## src/rtl/rec_play_ctrl_if.sv

```systemverilog
`default_nettype none
// ============================================================================
// Module   : rec_play_ctrl_if
// Brief    : ADC write handshake, DAC read handshake and single-port SRAM bus
//            of the recorder mode controller.
// Revision : 1.0 - initial release
// ============================================================================
interface rec_play_ctrl_if #(
    parameter int ADDR_W = 18,
    parameter int DATA_W = 16
);
    // ADC write path
    logic              wr_req;
    logic [DATA_W-1:0] wr_data;
    logic              wr_ack;
    // DAC read path
    logic              rd_req;
    logic [DATA_W-1:0] rd_data;
    logic              rd_valid;
    // SRAM bus
    logic [ADDR_W-1:0] mem_addr;
    logic [DATA_W-1:0] mem_wdata;
    logic [DATA_W-1:0] mem_rdata;
    logic              mem_wr;
    logic              mem_rd;

    // Controller side: serves the requesters and drives the SRAM
    modport slave (
        input  wr_req, wr_data, rd_req, mem_rdata,
        output wr_ack, rd_data, rd_valid, mem_addr, mem_wdata, mem_wr, mem_rd
    );

    // Environment side: requesters plus the SRAM device
    modport master (
        output wr_req, wr_data, rd_req, mem_rdata,
        input  wr_ack, rd_data, rd_valid, mem_addr, mem_wdata, mem_wr, mem_rd
    );
endinterface
`default_nettype wire

```

## src/rtl/rec_play_ctrl.sv

```systemverilog
`default_nettype none
// ============================================================================
// Module   : rec_play_ctrl
// Brief    : Recorder mode FSM (IDLE/RECORD/PLAY/PAUSE), record/playback
//            address pointers, recorded length, and a fixed-timing SRAM
//            access engine shared by the ADC write and DAC read paths.
// Revision : 1.0 - initial release
// ============================================================================
module rec_play_ctrl #(
    parameter int ADDR_W  = 18,
    parameter int DATA_W  = 16,
    parameter int ACC_CYC = 2
) (
    input  wire              clk,
    input  wire              reset,
    input  wire              record_btn,
    input  wire              play_btn,
    input  wire              stop_btn,
    rec_play_ctrl_if.slave   bus,
    output logic [1:0]       mode,
    output logic [ADDR_W-1:0] end_addr,
    output logic             done
);

    localparam int CNT_W = (ACC_CYC > 1) ? $clog2(ACC_CYC) : 1;

    localparam logic [1:0] c_MODE_IDLE  = 2'd0;
    localparam logic [1:0] c_MODE_REC   = 2'd1;
    localparam logic [1:0] c_MODE_PLAY  = 2'd2;
    localparam logic [1:0] c_MODE_PAUSE = 2'd3;

    localparam logic [0:0] c_ENG_IDLE = 1'b0;
    localparam logic [0:0] c_ENG_BUSY = 1'b1;

    // Command codes are ordered by priority so a numeric max picks the winner
    localparam logic [1:0] c_CMD_NONE = 2'd0;
    localparam logic [1:0] c_CMD_PLAY = 2'd1;
    localparam logic [1:0] c_CMD_REC  = 2'd2;
    localparam logic [1:0] c_CMD_STOP = 2'd3;

    localparam logic [ADDR_W-1:0] c_ADDR_MAX = {ADDR_W{1'b1}};

    logic              r_rec_q, r_play_q, r_stop_q;
    logic [1:0]        r_mode;
    logic [1:0]        r_pend;
    logic [0:0]        r_eng;
    logic [CNT_W-1:0]  r_cnt;
    logic              r_is_wr;
    logic [ADDR_W-1:0] r_wr_ptr, r_rd_ptr, r_end_addr;
    logic [ADDR_W-1:0] r_mem_addr;
    logic [DATA_W-1:0] r_mem_wdata, r_rd_data;
    logic              r_mem_wr, r_mem_rd;
    logic              r_wr_ack, r_rd_valid, r_done;

    logic [1:0]        w_live;
    logic [1:0]        w_cmd;
    logic              w_apply;
    logic              w_start_wr, w_start_rd;
    logic [ADDR_W-1:0] w_rd_next;

    // Resolve button edges and any held press into one command, and decide
    // whether it actually changes mode or whether an access may start instead
    always_comb begin
        w_live = c_CMD_NONE;
        if (stop_btn && !r_stop_q) begin
            w_live = c_CMD_STOP;
        end else if (record_btn && !r_rec_q) begin
            w_live = c_CMD_REC;
        end else if (play_btn && !r_play_q) begin
            w_live = c_CMD_PLAY;
        end
        w_cmd   = (r_pend > w_live) ? r_pend : w_live;
        w_apply = 1'b0;
        case (r_mode)
            c_MODE_IDLE: w_apply = (w_cmd == c_CMD_REC) ||
                                   ((w_cmd == c_CMD_PLAY) && (r_end_addr != '0));
            c_MODE_REC:  w_apply = (w_cmd == c_CMD_STOP);
            default:     w_apply = (w_cmd == c_CMD_STOP) || (w_cmd == c_CMD_PLAY);
        endcase
        w_start_wr = (r_mode == c_MODE_REC) && bus.wr_req;
        // The cycle carrying rd_valid still sees the old rd_req, so skip it
        w_start_rd = (r_mode == c_MODE_PLAY) && bus.rd_req && !r_rd_valid;
        w_rd_next  = r_rd_ptr + 1'b1;
    end

    // Mode FSM, pointers and SRAM access engine
    always_ff @(posedge clk) begin
        if (reset) begin
            r_rec_q     <= 1'b0;
            r_play_q    <= 1'b0;
            r_stop_q    <= 1'b0;
            r_mode      <= c_MODE_IDLE;
            r_pend      <= c_CMD_NONE;
            r_eng       <= c_ENG_IDLE;
            r_cnt       <= '0;
            r_is_wr     <= 1'b0;
            r_wr_ptr    <= '0;
            r_rd_ptr    <= '0;
            r_end_addr  <= '0;
            r_mem_addr  <= '0;
            r_mem_wdata <= '0;
            r_rd_data   <= '0;
            r_mem_wr    <= 1'b0;
            r_mem_rd    <= 1'b0;
            r_wr_ack    <= 1'b0;
            r_rd_valid  <= 1'b0;
            r_done      <= 1'b0;
        end else begin
            r_rec_q    <= record_btn;
            r_play_q   <= play_btn;
            r_stop_q   <= stop_btn;
            r_wr_ack   <= 1'b0;
            r_rd_valid <= 1'b0;
            r_done     <= 1'b0;
            if (r_eng == c_ENG_IDLE) begin
                r_pend <= c_CMD_NONE;
                if (r_done) begin
                    // End of recording reached: playback finishes, presses dropped
                    r_mode <= c_MODE_IDLE;
                end else if (w_apply) begin
                    case (r_mode)
                        c_MODE_IDLE: begin
                            if (w_cmd == c_CMD_REC) begin
                                r_mode   <= c_MODE_REC;
                                r_wr_ptr <= '0;
                            end else begin
                                r_mode   <= c_MODE_PLAY;
                                r_rd_ptr <= '0;
                            end
                        end
                        c_MODE_REC: begin
                            r_mode     <= c_MODE_IDLE;
                            r_end_addr <= r_wr_ptr;
                        end
                        default: begin
                            if (w_cmd == c_CMD_STOP) begin
                                r_mode   <= c_MODE_IDLE;
                                r_rd_ptr <= '0;
                            end else begin
                                r_mode <= (r_mode == c_MODE_PLAY) ? c_MODE_PAUSE : c_MODE_PLAY;
                            end
                        end
                    endcase
                end else if (w_start_wr || w_start_rd) begin
                    r_eng      <= c_ENG_BUSY;
                    r_cnt      <= CNT_W'(ACC_CYC - 1);
                    r_is_wr    <= w_start_wr;
                    r_mem_addr <= w_start_wr ? r_wr_ptr : r_rd_ptr;
                    r_mem_wr   <= w_start_wr;
                    r_mem_rd   <= w_start_rd;
                    r_wr_ack   <= w_start_wr && (ACC_CYC == 1);
                    if (w_start_wr) begin
                        r_mem_wdata <= bus.wr_data;
                    end
                end
            end else begin
                // Presses during an access are parked, highest priority kept
                r_pend <= w_cmd;
                if (r_cnt != '0) begin
                    r_cnt    <= r_cnt - 1'b1;
                    r_wr_ack <= r_is_wr && (r_cnt == CNT_W'(1));
                end else begin
                    r_eng    <= c_ENG_IDLE;
                    r_mem_wr <= 1'b0;
                    r_mem_rd <= 1'b0;
                    if (r_is_wr) begin
                        if (r_wr_ptr == c_ADDR_MAX) begin
                            // Memory full: stop without wrapping the pointer
                            r_mode     <= c_MODE_IDLE;
                            r_end_addr <= c_ADDR_MAX;
                            r_pend     <= c_CMD_NONE;
                        end else begin
                            r_wr_ptr <= r_wr_ptr + 1'b1;
                        end
                    end else begin
                        r_rd_data  <= bus.mem_rdata;
                        r_rd_valid <= 1'b1;
                        r_rd_ptr   <= w_rd_next;
                        r_done     <= (w_rd_next == r_end_addr);
                    end
                end
            end
        end
    end

    assign bus.wr_ack    = r_wr_ack;
    assign bus.rd_data   = r_rd_data;
    assign bus.rd_valid  = r_rd_valid;
    assign bus.mem_addr  = r_mem_addr;
    assign bus.mem_wdata = r_mem_wdata;
    assign bus.mem_wr    = r_mem_wr;
    assign bus.mem_rd    = r_mem_rd;
    assign mode          = r_mode;
    assign end_addr      = r_end_addr;
    assign done          = r_done;

endmodule
`default_nettype wire

```

## src/flat_wrapper.sv

```systemverilog
// flat-port wrapper written by rule: the top's interface ports become plain ports
module rec_play_ctrl_flat 
#(
    parameter int ADDR_W  = 18,
    parameter int DATA_W  = 16,
    parameter int ACC_CYC = 2
)
  (clk, reset, record_btn, play_btn, stop_btn, mode, end_addr, done, bus_wr_req, bus_wr_data, bus_rd_req, bus_mem_rdata, bus_wr_ack, bus_rd_data, bus_rd_valid, bus_mem_addr, bus_mem_wdata, bus_mem_wr, bus_mem_rd);
  rec_play_ctrl_if #(.ADDR_W(ADDR_W), .DATA_W(DATA_W)) bus_i ();
  input  wire clk;
  input  wire reset;
  input  wire record_btn;
  input  wire play_btn;
  input  wire stop_btn;
  output logic [1:0] mode;
  output logic [ADDR_W-1:0] end_addr;
  output logic done;
  input wire logic [$bits(bus_i.wr_req)-1:0] bus_wr_req;
  input wire logic [$bits(bus_i.wr_data)-1:0] bus_wr_data;
  input wire logic [$bits(bus_i.rd_req)-1:0] bus_rd_req;
  input wire logic [$bits(bus_i.mem_rdata)-1:0] bus_mem_rdata;
  output wire logic [$bits(bus_i.wr_ack)-1:0] bus_wr_ack;
  output wire logic [$bits(bus_i.rd_data)-1:0] bus_rd_data;
  output wire logic [$bits(bus_i.rd_valid)-1:0] bus_rd_valid;
  output wire logic [$bits(bus_i.mem_addr)-1:0] bus_mem_addr;
  output wire logic [$bits(bus_i.mem_wdata)-1:0] bus_mem_wdata;
  output wire logic [$bits(bus_i.mem_wr)-1:0] bus_mem_wr;
  output wire logic [$bits(bus_i.mem_rd)-1:0] bus_mem_rd;
  assign bus_i.wr_req = bus_wr_req;
  assign bus_i.wr_data = bus_wr_data;
  assign bus_i.rd_req = bus_rd_req;
  assign bus_i.mem_rdata = bus_mem_rdata;
  assign bus_wr_ack = bus_i.wr_ack;
  assign bus_rd_data = bus_i.rd_data;
  assign bus_rd_valid = bus_i.rd_valid;
  assign bus_mem_addr = bus_i.mem_addr;
  assign bus_mem_wdata = bus_i.mem_wdata;
  assign bus_mem_wr = bus_i.mem_wr;
  assign bus_mem_rd = bus_i.mem_rd;
  rec_play_ctrl #(.ADDR_W(ADDR_W), .DATA_W(DATA_W), .ACC_CYC(ACC_CYC)) u_core (.clk(clk), .reset(reset), .record_btn(record_btn), .play_btn(play_btn), .stop_btn(stop_btn), .bus(bus_i), .mode(mode), .end_addr(end_addr), .done(done));
endmodule
```

## config.mk

```make
export PLATFORM = sky130hd
export DESIGN_NAME = rec_play_ctrl_flat
export DESIGN_NICKNAME = d
export VERILOG_FILES = /design/src/rtl/rec_play_ctrl_if.sv /design/src/rtl/rec_play_ctrl.sv /design/src/flat_wrapper.sv
export SDC_FILE = /design/constraint.sdc
export NUM_CORES = 1
export LEC_CHECK = 0
export ABC_CLOCK_PERIOD_IN_PS = 3840
export CORE_MARGIN = 5
export CORE_UTILIZATION = 40
export DETAILED_ROUTE_END_ITERATION = 16
export PLACE_DENSITY = 0.72
export SKIP_LAST_GASP = 1
export SLEW_MARGIN = 20
export SYNTH_ARGS = -nofsm -noshare
export SYNTH_HDL_FRONTEND = slang
export SYNTH_SLANG_ARGS = --single-unit
```

## constraint.sdc

```tcl
create_clock -name clk -period 3.84 [get_ports clk]
set_input_delay 0.768 -clock clk [delete_from_list [all_inputs] [get_ports clk]]
set_output_delay 0.768 -clock clk [all_outputs]
set_load 0.005 [all_outputs]
```

After elaboration in Yosys (flattened, before gate mapping)
Index checks and enable logic that the tools add are counted.
- output and inout port bits: 75
- input bits: 39
- word-level logic and storage cells: 143
- register bits: 119
- $lt $le $gt $ge: 1
- bitwise logic cells: 5
- add/sub/neg operators: 3
- reductions and logical operators: 37
- multiplexer cells: 62
- eq/ne operators: 16
- operators with widths (operator ; count):
    $mux 18 ; 23
    $add 18x1->18 const B ; 2
    $pmux 18 s2 ; 1
    $mux 2 ; 14
    $mux 1 ; 22
    $eq 18x18->1 ; 1
    $eq 18x18->1 const B ; 1
    $reduce_bool 18->1 ; 1
    $reduce_and 7->1 ; 2
    $reduce_and 4->1 ; 3
    $ne 2x2->1 const B ; 5
    $reduce_bool 2->1 ; 5
    $logic_and 1x1->1 ; 8
    $eq 2x2->1 const B ; 3
    $ne 2x1->1 const B ; 3
    $reduce_and 3->1 ; 2
    $reduce_and 6->1 ; 1
    $reduce_bool 3->1 ; 2
    $reduce_or 3->1 ; 2
    $not 1->1 ; 5
    $reduce_and 5->1 ; 1
    $eq 2x1->1 const B ; 2
    $logic_not 1->1 ; 4
    $pmux 2 s2 ; 1
    8 further kinds ; 10

Logic depth before layout (Yosys ltp)
- depth after elaboration: 14
- gate-level depth with buffers: 11
- depth with buffers taken out: 9

Worst setup path before layout
Ideal clock, no wire load.
- kind: input port to flip-flop
- start: input port stop_btn
- end: register u_core.r_rd_ptr[1]
- setup time: 0.117 ns
- arrival: 3.083 ns
- buffers on the path: 0
- stages: 8
- data required time: 3.723 ns
- slack: 0.640 ns
- cell sequence: nor2b_1 nor2b_1 ha_1 nand2b_4 a221o_1 a2111o_4 a311o_1 a32o_1
- longest elaborated chain between the ends: 10
- elaborated cells on any way between the ends: 15
- those cells by class: order compare: 1; eq/ne: 4; mux: 3; reduce/logical: 7
- ends and longest elaborated chain (element ; line ; source):
    start, declared ; flat_wrapper.sv:14 ; input wire stop_btn;
    $logic_and 1x1->1 * ; rec_play_ctrl.sv:65 ; if (stop_btn && !r_stop_q) begin
    $mux 2 * ; rec_play_ctrl.sv:65 ;
    $gt 2x2->1 ; rec_play_ctrl.sv:72 ; w_cmd = (r_pend > w_live) ? r_pend : w_live;
    $mux 2 * ; rec_play_ctrl.sv:72 ;
    $eq 2x1->1 ; rec_play_ctrl.sv:76, rec_play_ctrl.sv:78 ;
    $logic_and 1x1->1 ; rec_play_ctrl.sv:76 ; ((w_cmd == c_CMD_PLAY) && (r_end_addr != '0));
    $logic_or 1x1->1 ; rec_play_ctrl.sv:75 ; c_MODE_IDLE: w_apply = (w_cmd == c_CMD_REC) ||
    $pmux 1 s2 ; rec_play_ctrl.sv:74 ; case (r_mode)
    $reduce_bool 2->1 (no line) ; - ;
    $reduce_and 7->1 (no line) * ; - ;
    end signal, assigned ; rec_play_ctrl.sv:178 ; r_rd_ptr <= w_rd_next;
    end, declared ; rec_play_ctrl.sv:49 ; logic [ADDR_W-1:0] r_wr_ptr, r_rd_ptr, r_end_addr;
Every way passes the cells marked *; elsewhere a longest branch is shown, timed or not.
A chain may end at the register's enable or synchronous reset.

Worst setup path in the final report
- start: input port stop_btn
- end: register u_core.r_rd_ptr[8]
Same word-level chain as after synthesis.

==> metrics.csv <==
stage,metric,value,unit
logic_synthesis,cell taking the most area after synthesis,dfxtp_1,
clock_network,Num CTS Buffers,17,
clock_network,"Clk Latency, worst-skew pair",0.42,ns
floorplanning,Core Box Area,14400,um^2
clock_network,clk slew on worst S/H paths,0.05,ns
detailed_routing,Post-Route WL,17600,um
global_route,GRT overflow,0,
detailed_routing,drc violations,0,
power,sw frac,0.338,
final_layout,Non-Filler Instances,988,
power,total chip power,4.79,mW
placed_design,Cells after DPL,956,
logic_synthesis,ys flop type,dfxtp_1,
detailed_routing,Pre-antenna DRT Iters,5,
floorplanning,top-level I/O count,114,
logic_synthesis,ranking of synthesized cells by area,"dfxtp_1 (41%), nand2_1 (6.8%), a311oi_1 (6.3%)",
global_route,pin count of the biggest net entering global routing,81,
timing,Setup Skew,0.00865,ns
logic_synthesis,Avg Inst Size Synth,8.38,um^2
clock_network,H-tree lvl count,4,
global_route,Global Route Usage Sum,0.203,
power,Static Leakage,2.50,nW
global_route,first-pass GRT wire length,27500,um
timing,fin crit period,3.39,ns
logic_synthesis,Syn. warnings,0,
timing,Final setup viols,0,
worst_hold_path,Hold Path Class,reg2reg,
logic_synthesis,sequential share of the synthesized area,0.409,
setup_path,reg-to-reg critical path startpoint,u_core.r_rec_q,
detailed_routing,Routed Antenna Nets,0,
outcome,status,"finished, final reports clean",
setup_path,Setup crit start,stop_btn,
final_layout,fillers,1307,
floorplanning,row count,44,
timing,final hold violation count,0,
floorplanning,Die Y-Extent,131,um
logic_synthesis,commonest cells in the synthesized netlist,"dfxtp_1 (119), nand2_1 (106), a21oi_1 (58)",
clock_network,cts hold-fix bufs,0,
setup_path,type of origin of the critical path,primary input,
clock_network,CTS tree,yes,
final_layout,# nets final,835,
clock_network,Longest Clk Path Bufs,2,
final_layout,area of the multi-input gates,3180,um^2
placed_design,HPWL after DPL,11900,um
setup_path,Crit. End Element,register,
logic_synthesis,Yosys reg bits,119,
setup_path,Worst EP arrival,3.65,ns
timing,FMAX,295,MHz
floorplanning,Die W,131,um
timing,Pins Over Slew Limit,0,
power,Sw Pwr,1.62,mW
placed_design,IO Port Bufs,113,
logic_synthesis,Netlist cell types,70,
setup_path,CP max stage cell,a2111o_4,
floorplanning,die area,17100,um^2
timing,RSZ-0062 raised after global routing,no,
detailed_routing,detailed-route via count,5715,
power,pwr dens,619,nW/um^2
clock_network,root buffer cell,clkbuf_16,
final_layout,Final Util,0.537,
timing,Rel. slew slack,0.401,
power,P_int,3.17,mW
placed_design,GPL Wtd Cong,0.877,
power,Clk pwr share,0.324,
floorplanning,Initial Util,0.404,
setup_path,worst path cell trace,clkdlybuf4s50_1 > nor2b_1 > nor2b_1 > ha_1 > nand2b_4 > a221o_1 > a2111o_4 > a311o_1 > o21ai_1 > a21oi_1,
detailed_routing,WL/cell,17.8,um
global_route,initial antenna violation count,0,
power,share of power burned in registers,0.327,
setup_path,worst-path maximum fanout,8,
final_layout,fraction of layout instances using a drive strength above 1,0.0871,
clock_network,post-CTS setup buffers,0,
setup_path,Max stage delay on crit path,0.57,ns
timing,Worst-Margin Slew,0.897,ns
worst_hold_path,hold_sp,u_core.bus.rd_data[8],
clock_network,Post-CTS Resized,0,
logic_synthesis,syn nets,740,
final_layout,area growth from synthesis to layout,32.7,%
logic_synthesis,cell with the most instances after synthesis,dfxtp_1,
logic_synthesis,Post-synth ARST share,0,
timing,Total Neg Setup Slack,0,ns
final_layout,ant diodes,0,
setup_path,Crit path top cell by count,nor2b_1,
global_route,vias in the first global route,5221,
power,Combinational Power Share,0.349,
power,Peak VDD IR,0.488,mV
logic_synthesis,Post-synth EDFFs,0,
setup_path,"Req. time, crit path",4.10,ns
final_layout,FF+latch area,2380,um^2
logic_synthesis,Mapped Cells,696,
logic_synthesis,mapped cell area,5830,um^2
detailed_routing,vias per inst,5.78,
logic_synthesis,Synth top area share,0.409,
clock_network,Clock Sinks,119,
timing,Tcrit/Tclk final,0.883,
detailed_routing,initial DRC count,514,
run,max-cap violations,0,
setup_path,critical path class,in2reg,
through the flow:
stage	setup WS, ns	hold slack [ns]	instance area [um^2]
detailed placement	0.0405	0.446	7160
CTS	0.468	0.453	7740
floorplan	0.640	0.453	5830
global route	0.308	0.466	7740
finish	0.450	0.450	7740
global placement	0.0631	0.443	7160
worst max-delay path, delay by kind of cell:
family	cells	cell delay, ns
AND/OR/NAND/NOR	3	0.47
buffers and inverters	1	0.47
AO/OA/AOI/OAI	5	1.65
adder cells (fa/ha/maj)	1	0.30
power groups by stage:
stage	combinational [mW]	sequential (mW)	clock [mW]
floorplan	0.930	1.54	0
global placement	1.65	1.59	0
detailed placement	1.66	1.59	0
CTS	1.67	1.56	1.58
global route	1.80	1.59	1.64
finish	1.67	1.56	1.55
path summary, 6_finish.rpt:
| path | depth (start not counted) | to | slack (ns) |
|---|---|---|---|
| max | 10 | u_core.r_rd_ptr[8] | 0.45 |
| min | 2 | u_core.bus.rd_data[8] | 0.45 |
| max reg2reg | 9 | u_core.r_rd_ptr[8] | 0.97 |
| min reg2reg | 2 | u_core.bus.rd_data[8] | 0.45 |
cell families (layout without fill, tap and decap cells):
logic type | count (synthesis) | count (layout) | synth area share
adders and majority gates | 5 | 5 | 0.0107
AOI/OAI and AO/OA | 217 | 217 | 0.274
xor gates and xnor gates | 24 | 24 | 0.0361
and+or+nand+nor | 261 | 261 | 0.217
buffers and inverters | 67 | 175 | 0.0476
muxes | 3 | 3 | 0.00558
DFF | 119 | 119 | 0.409
flip-flops by register name, summed over array words and instances, names as in the netlist, 2 cells and up:
signal                cells
u_core.bus.rd_data       16
u_core.r_rd_ptr          18
u_core.mode               2
u_core.end_addr          18
u_core.r_pend             2
u_core.r_wr_ptr          18
u_core.bus.mem_wdata     16
u_core.bus.mem_addr      18
cells in the final DEF, fill, tap and decap left out, drive strengths merged, types with 3 or more instances in the layout:
master and count:
or3 4, ha 5, and4 5, o2111ai 3, clkbuf 24, o211ai 19, nand3b 5, inv 8
o21ai 37, a21oi 58, nor2 39, nor4 5, o22ai 3, xnor2 16, clkinv 5, and3 10
nand3 39, nand2 106, and2 4, nand2b 9, o221a 18, xor2 8, dfxtp 119, nor2b 12
a31oi 9, a311oi 43, buf 23, clkdlybuf4s50 112, or4 3, nand4 10, nor3 5
cell type report:
cell class              count  share of cell area
flip-flops and latches    119               0.308
well taps                 184              0.0297
clock inverters             8              0.0124
inverters                   8             0.00388
multi-input cells         510               0.411
clock buffers              24              0.0622
repair buffers            135               0.173
per-layer routing:
layer	routed length, um	global-route usage	part of all wire
met5	0	0	0
met4	331	0.0768	0.019
met3	1310	0.0504	0.075
met2	8150	0.310	0.46
met1	7790	0.279	0.44
No activity file was read; power rests on OpenSTA's default activity.
